==> config.mk <==
export PLATFORM = sky130hd
export DESIGN_NAME = vend_ctrl
export DESIGN_NICKNAME = d
export VERILOG_FILES = /design/src/rtl/vend_ctrl.sv
export SDC_FILE = /design/constraint.sdc
export NUM_CORES = 1
export LEC_CHECK = 0
export CAP_MARGIN = 10
export CORE_MARGIN = 3
export CORE_UTILIZATION = 55
export DETAILED_ROUTE_END_ITERATION = 6
export GPL_TIMING_DRIVEN = 0
export PLACE_DENSITY = 0.91
export SLEW_MARGIN = 20
export SYNTH_ARGS = -nofsm -noshare
export SYNTH_HDL_FRONTEND = slang
export SYNTH_SLANG_ARGS = --single-unit
==> constraint.sdc <==
create_clock -name clk -period 4.65 [get_ports clk]
set_input_delay 0.6975 -clock clk [delete_from_list [all_inputs] [get_ports clk]]
set_output_delay 0.6975 -clock clk [all_outputs]
set_load 0.05 [all_outputs]
==> src/rtl/vend_ctrl.sv <==
// vend_ctrl -- coin-operated vending controller.
// Accepts 5/10/25 cent coins up to a credit ceiling, sells one item at PRICE,
// hands a dispense request to the mechanism and pays back change or refunds.
//
// Handshake summary:
//   coin_valid / select / cancel are single-cycle strobes sampled on the rising
//   edge; there is no back-pressure, so a coin that cannot be taken is answered
//   with a one-cycle coin_reject pulse instead.
//   dispense_req rises the cycle after a successful select and stays high until
//   dispense_ack is sampled high; it drops on the following cycle.
//   change_valid is a one-cycle strobe, change_amt is meaningful only while it
//   is high and reads 0 otherwise.
// Every output is a flop, updated in the single state-machine block below.
// The CHANGE state lasts exactly one cycle; change_valid/change_amt are loaded
// on entry so that the strobe lines up with that cycle, and the credit display
// still shows the amount being paid out until the return to IDLE.

module vend_ctrl #(
    parameter int unsigned PRICE      = 75,
    parameter int unsigned MAX_CREDIT = 200
) (
    input  logic       clk,
    input  logic       rst_n,
    input  logic       coin_valid,
    input  logic [1:0] coin_val,
    input  logic       select,
    input  logic       cancel,
    input  logic       dispense_ack,
    output logic       dispense_req,
    output logic       change_valid,
    output logic [7:0] change_amt,
    output logic [7:0] credit,
    output logic       coin_reject,
    output logic       no_funds,
    output logic       busy,
    output logic [1:0] state_dbg
);

    typedef enum logic [1:0] {
        IDLE     = 2'd0,
        COLLECT  = 2'd1,
        DISPENSE = 2'd2,
        CHANGE   = 2'd3
    } state_t;

    localparam logic [7:0] PRICE_C = 8'(PRICE);
    localparam logic [8:0] MAX_C   = 9'(MAX_CREDIT);

    state_t     state;
    logic [7:0] coin_cents;
    logic       coin_code_ok;
    logic [8:0] credit_sum;
    logic       coin_fits;
    logic       can_buy;
    logic [7:0] remainder;

    // Decode the inserted coin and work out whether it fits under the ceiling.
    always_comb begin
        coin_cents   = 8'd0;
        coin_code_ok = 1'b1;
        case (coin_val)
            2'b00:   coin_cents = 8'd5;
            2'b01:   coin_cents = 8'd10;
            2'b10:   coin_cents = 8'd25;
            default: coin_code_ok = 1'b0;
        endcase
        credit_sum = {1'b0, credit} + {1'b0, coin_cents};
        coin_fits  = coin_code_ok && (credit_sum <= MAX_C);
    end

    // Purchase arithmetic; credit is never below PRICE while in DISPENSE, the
    // guard only keeps the subtraction from wrapping if that ever broke.
    always_comb begin
        can_buy   = (credit >= PRICE_C);
        remainder = can_buy ? (credit - PRICE_C) : 8'd0;
    end

    // Main controller: state, credit and every registered output.
    always_ff @(posedge clk) begin
        if (!rst_n) begin
            state        <= IDLE;
            credit       <= 8'd0;
            dispense_req <= 1'b0;
            change_valid <= 1'b0;
            change_amt   <= 8'd0;
            coin_reject  <= 1'b0;
            no_funds     <= 1'b0;
            busy         <= 1'b0;
        end else begin
            // Strobes default low and are raised only for the cycle they apply.
            coin_reject  <= 1'b0;
            no_funds     <= 1'b0;
            change_valid <= 1'b0;
            change_amt   <= 8'd0;

            case (state)
                IDLE, COLLECT: begin
                    if (cancel && (state == COLLECT)) begin
                        // Refund everything; a coin arriving alongside is dropped.
                        state        <= CHANGE;
                        busy         <= 1'b1;
                        change_valid <= 1'b1;
                        change_amt   <= credit;
                        coin_reject  <= coin_valid;
                    end else if (select) begin
                        // IDLE always has zero credit, so select there is short.
                        if ((state == COLLECT) && can_buy) begin
                            state        <= DISPENSE;
                            dispense_req <= 1'b1;
                            busy         <= 1'b1;
                        end else begin
                            no_funds <= 1'b1;
                        end
                        coin_reject <= coin_valid;
                    end else if (coin_valid) begin
                        if (coin_fits) begin
                            credit <= credit_sum[7:0];
                            state  <= COLLECT;
                        end else begin
                            coin_reject <= 1'b1;
                        end
                    end
                end

                DISPENSE: begin
                    // Coins are refused while vending; select/cancel do nothing.
                    coin_reject <= coin_valid;
                    if (dispense_ack) begin
                        dispense_req <= 1'b0;
                        credit       <= remainder;
                        if (remainder == 8'd0) begin
                            state <= IDLE;
                            busy  <= 1'b0;
                        end else begin
                            state        <= CHANGE;
                            change_valid <= 1'b1;
                            change_amt   <= remainder;
                        end
                    end
                end

                CHANGE: begin
                    // Payout strobe was issued on entry; close the transaction.
                    coin_reject <= coin_valid;
                    credit      <= 8'd0;
                    state       <= IDLE;
                    busy        <= 1'b0;
                end

                default: begin
                    state        <= IDLE;
                    credit       <= 8'd0;
                    dispense_req <= 1'b0;
                    busy         <= 1'b0;
                end
            endcase
        end
    end

    // Expose the state register for checkers and debug.
    always_comb begin
        state_dbg = state;
    end

endmodule

# [Yosys cells after proc, flatten, opt, wreduce, memory -nomap -nowiden]
# Index checks and enable logic that the tools add are counted.
[totals] regBits=23 inputBits=8 out_inout_bits=23 word_cells=88
[op_classes] n_addsub=2 order_cmp=2 eq_ne=18 muxes=40 bitwise=3 n_reduce_logical=15
[op_table] op="2-to-1 mux 8 bit" n=9
[op_table] op="case mux 8 bit (3 select lines)" n=1
[op_table] op="2-to-1 mux 1 bit" n=16
[op_table] op="inequality test 2 bit, second input constant" n=8
[op_table] op="case mux 8 bit (2 select lines)" n=1
[op_table] op="case mux 5 bit (3 select lines)" n=1
[op_table] op="2-to-1 mux 2 bit" n=7
[op_table] op="inequality test 4 bit, second input constant" n=3
[op_table] op="AND reduction 5 bit" n=2
[op_table] op="adder 8 x 8 -> 9 bit" n=1
[op_table] op="less-or-equal comparator 9 x 8 -> 1 bit, second input constant" n=1
[op_table] op="greater-or-equal comparator 8 x 7 -> 1 bit, second input constant" n=1
[op_table] op="zero test 8 bit" n=1
[op_table] op="AND reduction 4 bit" n=2
[op_table] op="subtractor 8 x 7 -> 8 bit, second input constant" n=1
[op_table] op="== test 2 bit, second input constant" n=3
[op_table] op="inequality test 3 bit, second input constant" n=2
[op_table] op="case mux 1 bit (2 select lines)" n=3
[op_table] op="case mux 2 bit (3 select lines)" n=1
[op_table] op="== test 2 x 1 -> 1 bit, second input constant" n=2
[op_table] op="zero test 2 bit" n=2
[op_table] op="OR reduction 2 bit" n=2
[op_table] op="OR reduction 4 bit" n=1
[op_table] op="logical AND 1 bit" n=3
[op_table] op="4 further kinds" n=6

# [Logic depth before layout (Yosys ltp)]
# Gate-level depths: netlist of the first run.
[logic_depth] word_depth=10 depth_mapped=13 mapped_depth_nobuf=13

# [Worst setup path before layout of the first run]
# OpenSTA, ideal clock, no wires.
[synth_timing] path_type="input -> register" start="input port coin_val[0]" end="register credit[3]" arrival_ps=2932 required_ps=4519 path_slack_ps=1587 path_stages=13 cell_sequence="inv_1 > ha_1 > nor2_1 > nor2_1 > ha_1 > fa_1 > a21oi_1 > o21bai_1 > xnor2_1 > o211a_4 > or4_4 > nand2_2 > o21ai_1"
[synth_between] elab_chain_len=8 word_cells_on_any_way=16
[synth_lines] element="start: declaration" line_no="25" text="input logic [1:0] coin_val,"
[synth_lines] element="branches (longest 8 deep; another with adder 8 x 8 -> 9 bit)"
[synth_lines] element="end signal: assignment" line_no="117" text="credit <= credit_sum[7:0];"
[synth_lines] element="end signal: assignment" line_no="130" text="credit <= remainder;"
[synth_lines] element="end: declaration" line_no="32" text="output logic [7:0] credit,"
# Several ways; the timed one is not identified. The select of a mux whose other input is x is not followed.
# A chain may end at the register's enable or synchronous reset.

# [Final worst setup path of the first run]
[layout_timing] start="input port coin_val[0]" end="register credit[6]"
# Same word-level chain as after synthesis.

==> impl_metrics.csv, run 1 <==
group,metric,value,unit
status,outcome,"completed",
finish,nFillCells,269,
critical_path,cp.arrival,3.81,ns
drt,vias,1900,
logic_synthesis,netlist.area_leader.share,25.7,%
sta,whs,0.525,ns
finish,finalNonFillerCells,312,
cts,cts_tree,"done",
cts,cts_setup_buffers,0,
finish,nets,290,
min_path,hp-class,"reg -> reg",
die,io_pins,31,
logic_synthesis,synth_adder_area_share,9.48,%
logic_synthesis,synth_top_family_by_area,"compound AO/OA/AOI/OAI gates",
cts,clk_latency,0.32,ns
global_routing,overflow,0,
placement,dpl.hpwl,3650,um
power_and_ir_drop,peakVddDrop,0.141,mV
power_and_ir_drop,power,545,uW
die,initial_utilization,58.3,%
sta,fmax,278,MHz
logic_synthesis,ys_seq_area_share,25.7,%
cts,clk_path_buf_depth,2,
finish,drive_gt1_share,9.70,%
logic_synthesis,synth_xor_area_share,2.44,%
cts,cts_max_level,1,
sta,rsz0062_at_grt,"false",
placement,placed_area,2150,um2
sta,fin_skew,0.00183,ns
drt,drc_errors,0,
logic_synthesis,netlist_area,1790,um2
run,maxCapViolCount,0,
sta,tightest_slew,0.573,ns
placement,placed_cells,308,
cts,ctsResizeCount,0,
sta,max_slew_margin,61.5,%
logic_synthesis,async_flop_share,0,%
global_routing,grt_pass1_vias,1736,
sta,min_period,3.60,ns
finish,fin_area,2180,um2
drt,first_iter_violations,192,
drt,first_pass_iters,5,
sta,setup_viol,0,
logic_synthesis,netlist.top_cell.by_area,"dfxtp_1",
logic_synthesis,synth-compound-area-share,31.6,%
placement,place_congestion,0.950,
logic_synthesis,yosys.area_share.simple,24.9,%
die,dieHeight,63.1,um
global_routing,grt_pass1_wl,8110,um
critical_path,worstSetupEndpointType,"register",
min_path,min_path_cells,2,
finish,syn_to_final_growth,21.3,%
logic_synthesis,netlist_instances,234,
drt,routed_wl,4730,um
drt,ant_nets,0,
logic_synthesis,ys_types,56,
die,die_area,3980,um2
cts,clk_pin_slew,0.12,ns
placement,portBuffers,30,
cts,cts_hold_buf,0,
logic_synthesis,synthTopCellsByArea,"dfxtp_1 26%, ha_1 8.4%, nor2_1 5.9%",
logic_synthesis,synth-seq-cells,23,
critical_path,r2r_cells,9,
logic_synthesis,syn_nets,255,
global_routing,grt_usage,24.6,%
sta,drv_slew,0,
logic_synthesis,yosys_warnings,0,
cts,numCtsBuffers,3,
drt,wire_per_inst,15.1,um
power_and_ir_drop,p_leak,0.000839,uW
global_routing,antenna_found_initial,0,
sta,min_period_over_period,77.4,%
logic_synthesis,synthMuxAreaShare,0.628,%
sta,finalHoldViolCount,0,
die,die_w,63.1,um
finish,final_common_cell,"clkdlybuf4s50_1",
cts,numClockSinks,23,
global_routing,grt_max_degree,13,
drt,vias_per_cell,6.09,
finish,layout_common_cells,"30 x clkdlybuf4s50_1, 28 x nor2_1, 23 x dfxtp_1",
critical_path,path_class,"in -> reg",
power_and_ir_drop,power.density,250,nW/um2
critical_path,cp_data_required_time,4.86,ns
logic_synthesis,syn_avg_cell_area,7.67,um2
critical_path,startpoint_type,"input pin",
cts,clockRootBuffer,"clkbuf_4",
finish,antenna_cells,0,
critical_path,cp_max_fo,6,
die,row_count,20,
sta,setup_tns,0,ns
logic_synthesis,ys.flop_type,"dfxtp_1",
logic_synthesis,synth-edff-count,0,
die,coreArea,3080,um2
==> registers in the layout (all words and copies together), names as in the netlist <==
register,count
change_amt,8
credit,8
state_dbg,2
busy,1
change_valid,1
coin_reject,1
dispense_req,1
no_funds,1
==> worst paths after layout <==
check	startpoint	end	slack [ns]
worst max-delay path	coin_val[0]	credit[6]	1.05
worst min-delay path	dispense_req	dispense_req	0.52
worst max register to register	credit[0]	credit[6]	2.04
worst min register to register	dispense_req	dispense_req	0.52
==> per-layer routing <==
layer	GRT usage, %	wire (um)
met4	8.26	77
met3	4.10	517
met1	33.6	1900
met2	39.1	2240
met5	0	0
==> power by group <==
group | leakage (uW) | switching [uW] | internal, uW | total (uW)
clock | 0.0000150 | 61.7 | 33.6 | 95.4
sequential | 0.000187 | 9.92 | 208 | 218
combinational | 0.000636 | 148 | 83.4 | 231
total | 0.000839 | 219 | 325 | 545
==> kinds of logic after synthesis <==
kind of cell,Yosys count
AOI/OAI and AO/OA,82
xor gates and xnor gates,5
buffers and inverters,23
adders and majority gates,13
and+or+nand+nor,87
DFF,23
muxes,1
==> cells in the mapped netlist, types with 3 or more instances <==
library cell	n
a211oi_1	4
a21oi_1	20
and3_1	3
buf_2	7
clkbuf_1	7
dfxtp_1	23
ha_1	12
inv_1	9
nand2_1	19
nand2_2	3
nand2b_1	3
nand3_1	6
nor2_1	28
nor2b_1	6
nor3_1	6
o21a_1	5
o21ai_0	11
o21ai_1	5
o22ai_1	6
o311ai_0	4
o31ai_1	4
xnor2_1	4
==> per-stage QoR <==
stage	util, %	setup slack (ns)
floorplan	-	1.59
global placement	69.8	0.790
CTS	70.7	1.07
finish	70.7	1.05
detailed placement	69.8	0.715
global route	70.7	0.864
==> layout make-up <==
type                            instances  area [um2]  area share, %
Multi-Input combinational cell        188        1240           56.9
Timing Repair Buffer                   30         300           13.8
Buffer                                 14        61.3           2.82
Clock buffer                            4        26.3           1.21
Tap cell                               44        55.1           2.53
Sequential cell                        23         460           21.2
Inverter                                9        33.8           1.55
==> worst max-delay path, stage by stage <==
cell and delay, ns:
clkdlybuf4s50_1 0.53, inv_1 0.10, ha_1 0.22, nor2_1 0.11
nor2_1 0.05, ha_1 0.21, fa_1 0.42, a21oi_1 0.21
o21bai_1 0.11, xnor2_1 0.18, o211a_4 0.18, or4_4 0.52
nand2_2 0.16, a21oi_1 0.10
No activity file was read; power rests on OpenSTA's default activity.
==> run 2, diff against run 1 <==
--- a/config.mk
+++ b/config.mk
@@ -7,10 +7,10 @@
 export LEC_CHECK = 0
 export CAP_MARGIN = 10
 export CORE_MARGIN = 3
-export CORE_UTILIZATION = 55
+export CORE_UTILIZATION = 53
 export DETAILED_ROUTE_END_ITERATION = 6
 export GPL_TIMING_DRIVEN = 0
-export PLACE_DENSITY = 0.91
+export PLACE_DENSITY = 0.88
 export SLEW_MARGIN = 20
 export SYNTH_ARGS = -nofsm -noshare
 export SYNTH_HDL_FRONTEND = slang
==> constraint.sdc (replaced) <==
create_clock -name clk -period 3.6 [get_ports clk]
set_input_delay 0.54 -clock clk [delete_from_list [all_inputs] [get_ports clk]]
set_output_delay 0.54 -clock clk [all_outputs]
set_load 0.05 [all_outputs]
==> impl_metrics.csv, run 2 (same netlist as run 1, synthesis figures left out) <==
group,metric,value,unit
drt,vias,1915,
cts,cts_setup_buffers,0,
sta,rsz0062_at_grt,"false",
power_and_ir_drop,power,703,uW
die,die_w,64.2,um
sta,fin_skew,0.00251,ns
power_and_ir_drop,p_int,419,uW
critical_path,cp.arrival,3.62,ns
cts,numCtsBuffers,3,
power_and_ir_drop,comb_power_share,42.2,%
global_routing,grt_pass1_vias,1654,
power_and_ir_drop,peakVddDrop,0.195,mV
drt,vias_per_cell,6.14,
finish,layout_common_cells,"30 x clkdlybuf4s50_1, 28 x nor2_1, 23 x dfxtp_1",
cts,clockRootBuffer,"clkbuf_4",
cts,numClockSinks,23,
drt,first_iter_violations,149,
drt,ant_nets,0,
die,die_area,4120,um2
critical_path,cp_data_required_time,3.83,ns
finish,finish.utilization,69.2,%
cts,clk_pin_slew,0.13,ns
cts,clk_latency,0.33,ns
critical_path,cp_max_fo,6,
power_and_ir_drop,p_sw,284,uW
critical_path,path_class,"in -> reg",
die,row_count,20,
sta,fmax,295,MHz
run,maxCapViolCount,0,
placement,portBuffers,30,
power_and_ir_drop,share_clk_of_total_power,17.8,%
sta,min_period,3.39,ns
die,coreArea,3150,um2
sta,drv_slew,0,
drt,drc_errors,0,
finish,syn_to_final_growth,21.5,%
sta,setup_tns,0,ns
finish,nets,290,
power_and_ir_drop,seq_power_share,40.1,%
finish,drive_gt1_share,10.4,%
drt,routed_wl,4630,um
sta,setup_viol,0,
global_routing,antenna_found_initial,0,
die,initial_utilization,56.9,%
placement,placed_cells,308,
sta,fin_ws,0.208,ns
cts,cts_hold_buf,0,
finish,antenna_cells,0,
sta,min_period_over_period,94.2,%
global_routing,grt_pass1_wl,7800,um
placement,place_congestion,0.972,
sta,finalHoldViolCount,0,
finish,finalNonFillerCells,312,
global_routing,overflow,0,
sta,max_slew_margin,61.2,%
cts,cts_max_level,1,
power_and_ir_drop,power.density,323,nW/um2
die,dieHeight,64.2,um
power_and_ir_drop,p_leak,0.000843,uW
finish,final_common_cell,"clkdlybuf4s50_1",
critical_path,worstSetupEndpointType,"register",
global_routing,grt_usage,23.3,%
critical_path,startpoint_type,"input pin",
power_and_ir_drop,swShare,40.4,%
cts,cts_tree,"done",
placement,dp_slack,-0.167,ns
drt,wire_per_inst,14.8,um
sta,tightest_slew,0.577,ns
placement,dpl.hpwl,3620,um
global_routing,grt_max_degree,14,
cts,clk_path_buf_depth,2,
status,outcome,"completed",
min_path,hp-class,"reg -> reg",
die,io_pins,31,
drt,first_pass_iters,5,
run 2: area by class of cell:
cell class,count,area [um2]
clock inverter,1,5.00
clock buffer,3,22.5
inverter,9,33.8
tap,44,55.1
fill,287,972
multi-input combinational,188,1240
sequential,23,460
buffer,14,61.3
timing repair buffer,30,300
run 2: critical path, cell delays in order:
cell	delay [ns]
clkdlybuf4s50_1	0.53
inv_1	0.10
ha_1	0.23
nor2_1	0.11
nor2_1	0.05
ha_1	0.21
fa_1	0.43
a21oi_2	0.19
o21bai_1	0.11
xnor2_1	0.18
o211a_4	0.18
or4_4	0.51
nand2_2	0.16
a21oi_1	0.10
run 2: worst paths after layout:
kind | start | slack, ns | end | depth (start not counted)
setup / recovery | coin_val[0] | 0.21 | credit[7] | 14
hold / removal | dispense_req | 0.52 | dispense_req | 2
hold reg to reg | dispense_req | 0.52 | dispense_req | 2
setup reg to reg | credit[0] | 1.04 | credit[7] | 9
run 2: layer usage:
metal,GRT usage (%),share of wire (%),wire (um),vias to the layer above
met5,0,0,0,-
met4,7.12,1.6,75,0
met3,4.39,10,465,12
met2,36.4,47,2170,105
met1,32.4,41,1910,870
li1,-,-,-,928
run 2: what timing repair did:
action                                  4_1_cts  5_1_grt
endpoints found under the setup margin        0        3
gates resized for setup                       0        2
endpoints found under the hold margin         0        0
run 2: through the flow:
stage / cell area, um2 / hold WS (ns)
2_1_floorplan: 1790 / 0.659
3_3_place_gp: 2150 / 0.491
3_5_place_dp: 2150 / 0.503
4_1_cts: 2180 / 0.526
5_1_grt: 2180 / 0.586
6_report: 2180 / 0.524
run 2: power by group through the flow:
stage | Combinational, uW | Clock (uW) | Sequential, uW
floorplan | 163 | 0 | 336
global placement | 288 | 0 | 287
detailed placement | 291 | 0 | 288
CTS | 292 | 127 | 282
global route | 320 | 139 | 285
finish | 297 | 125 | 282
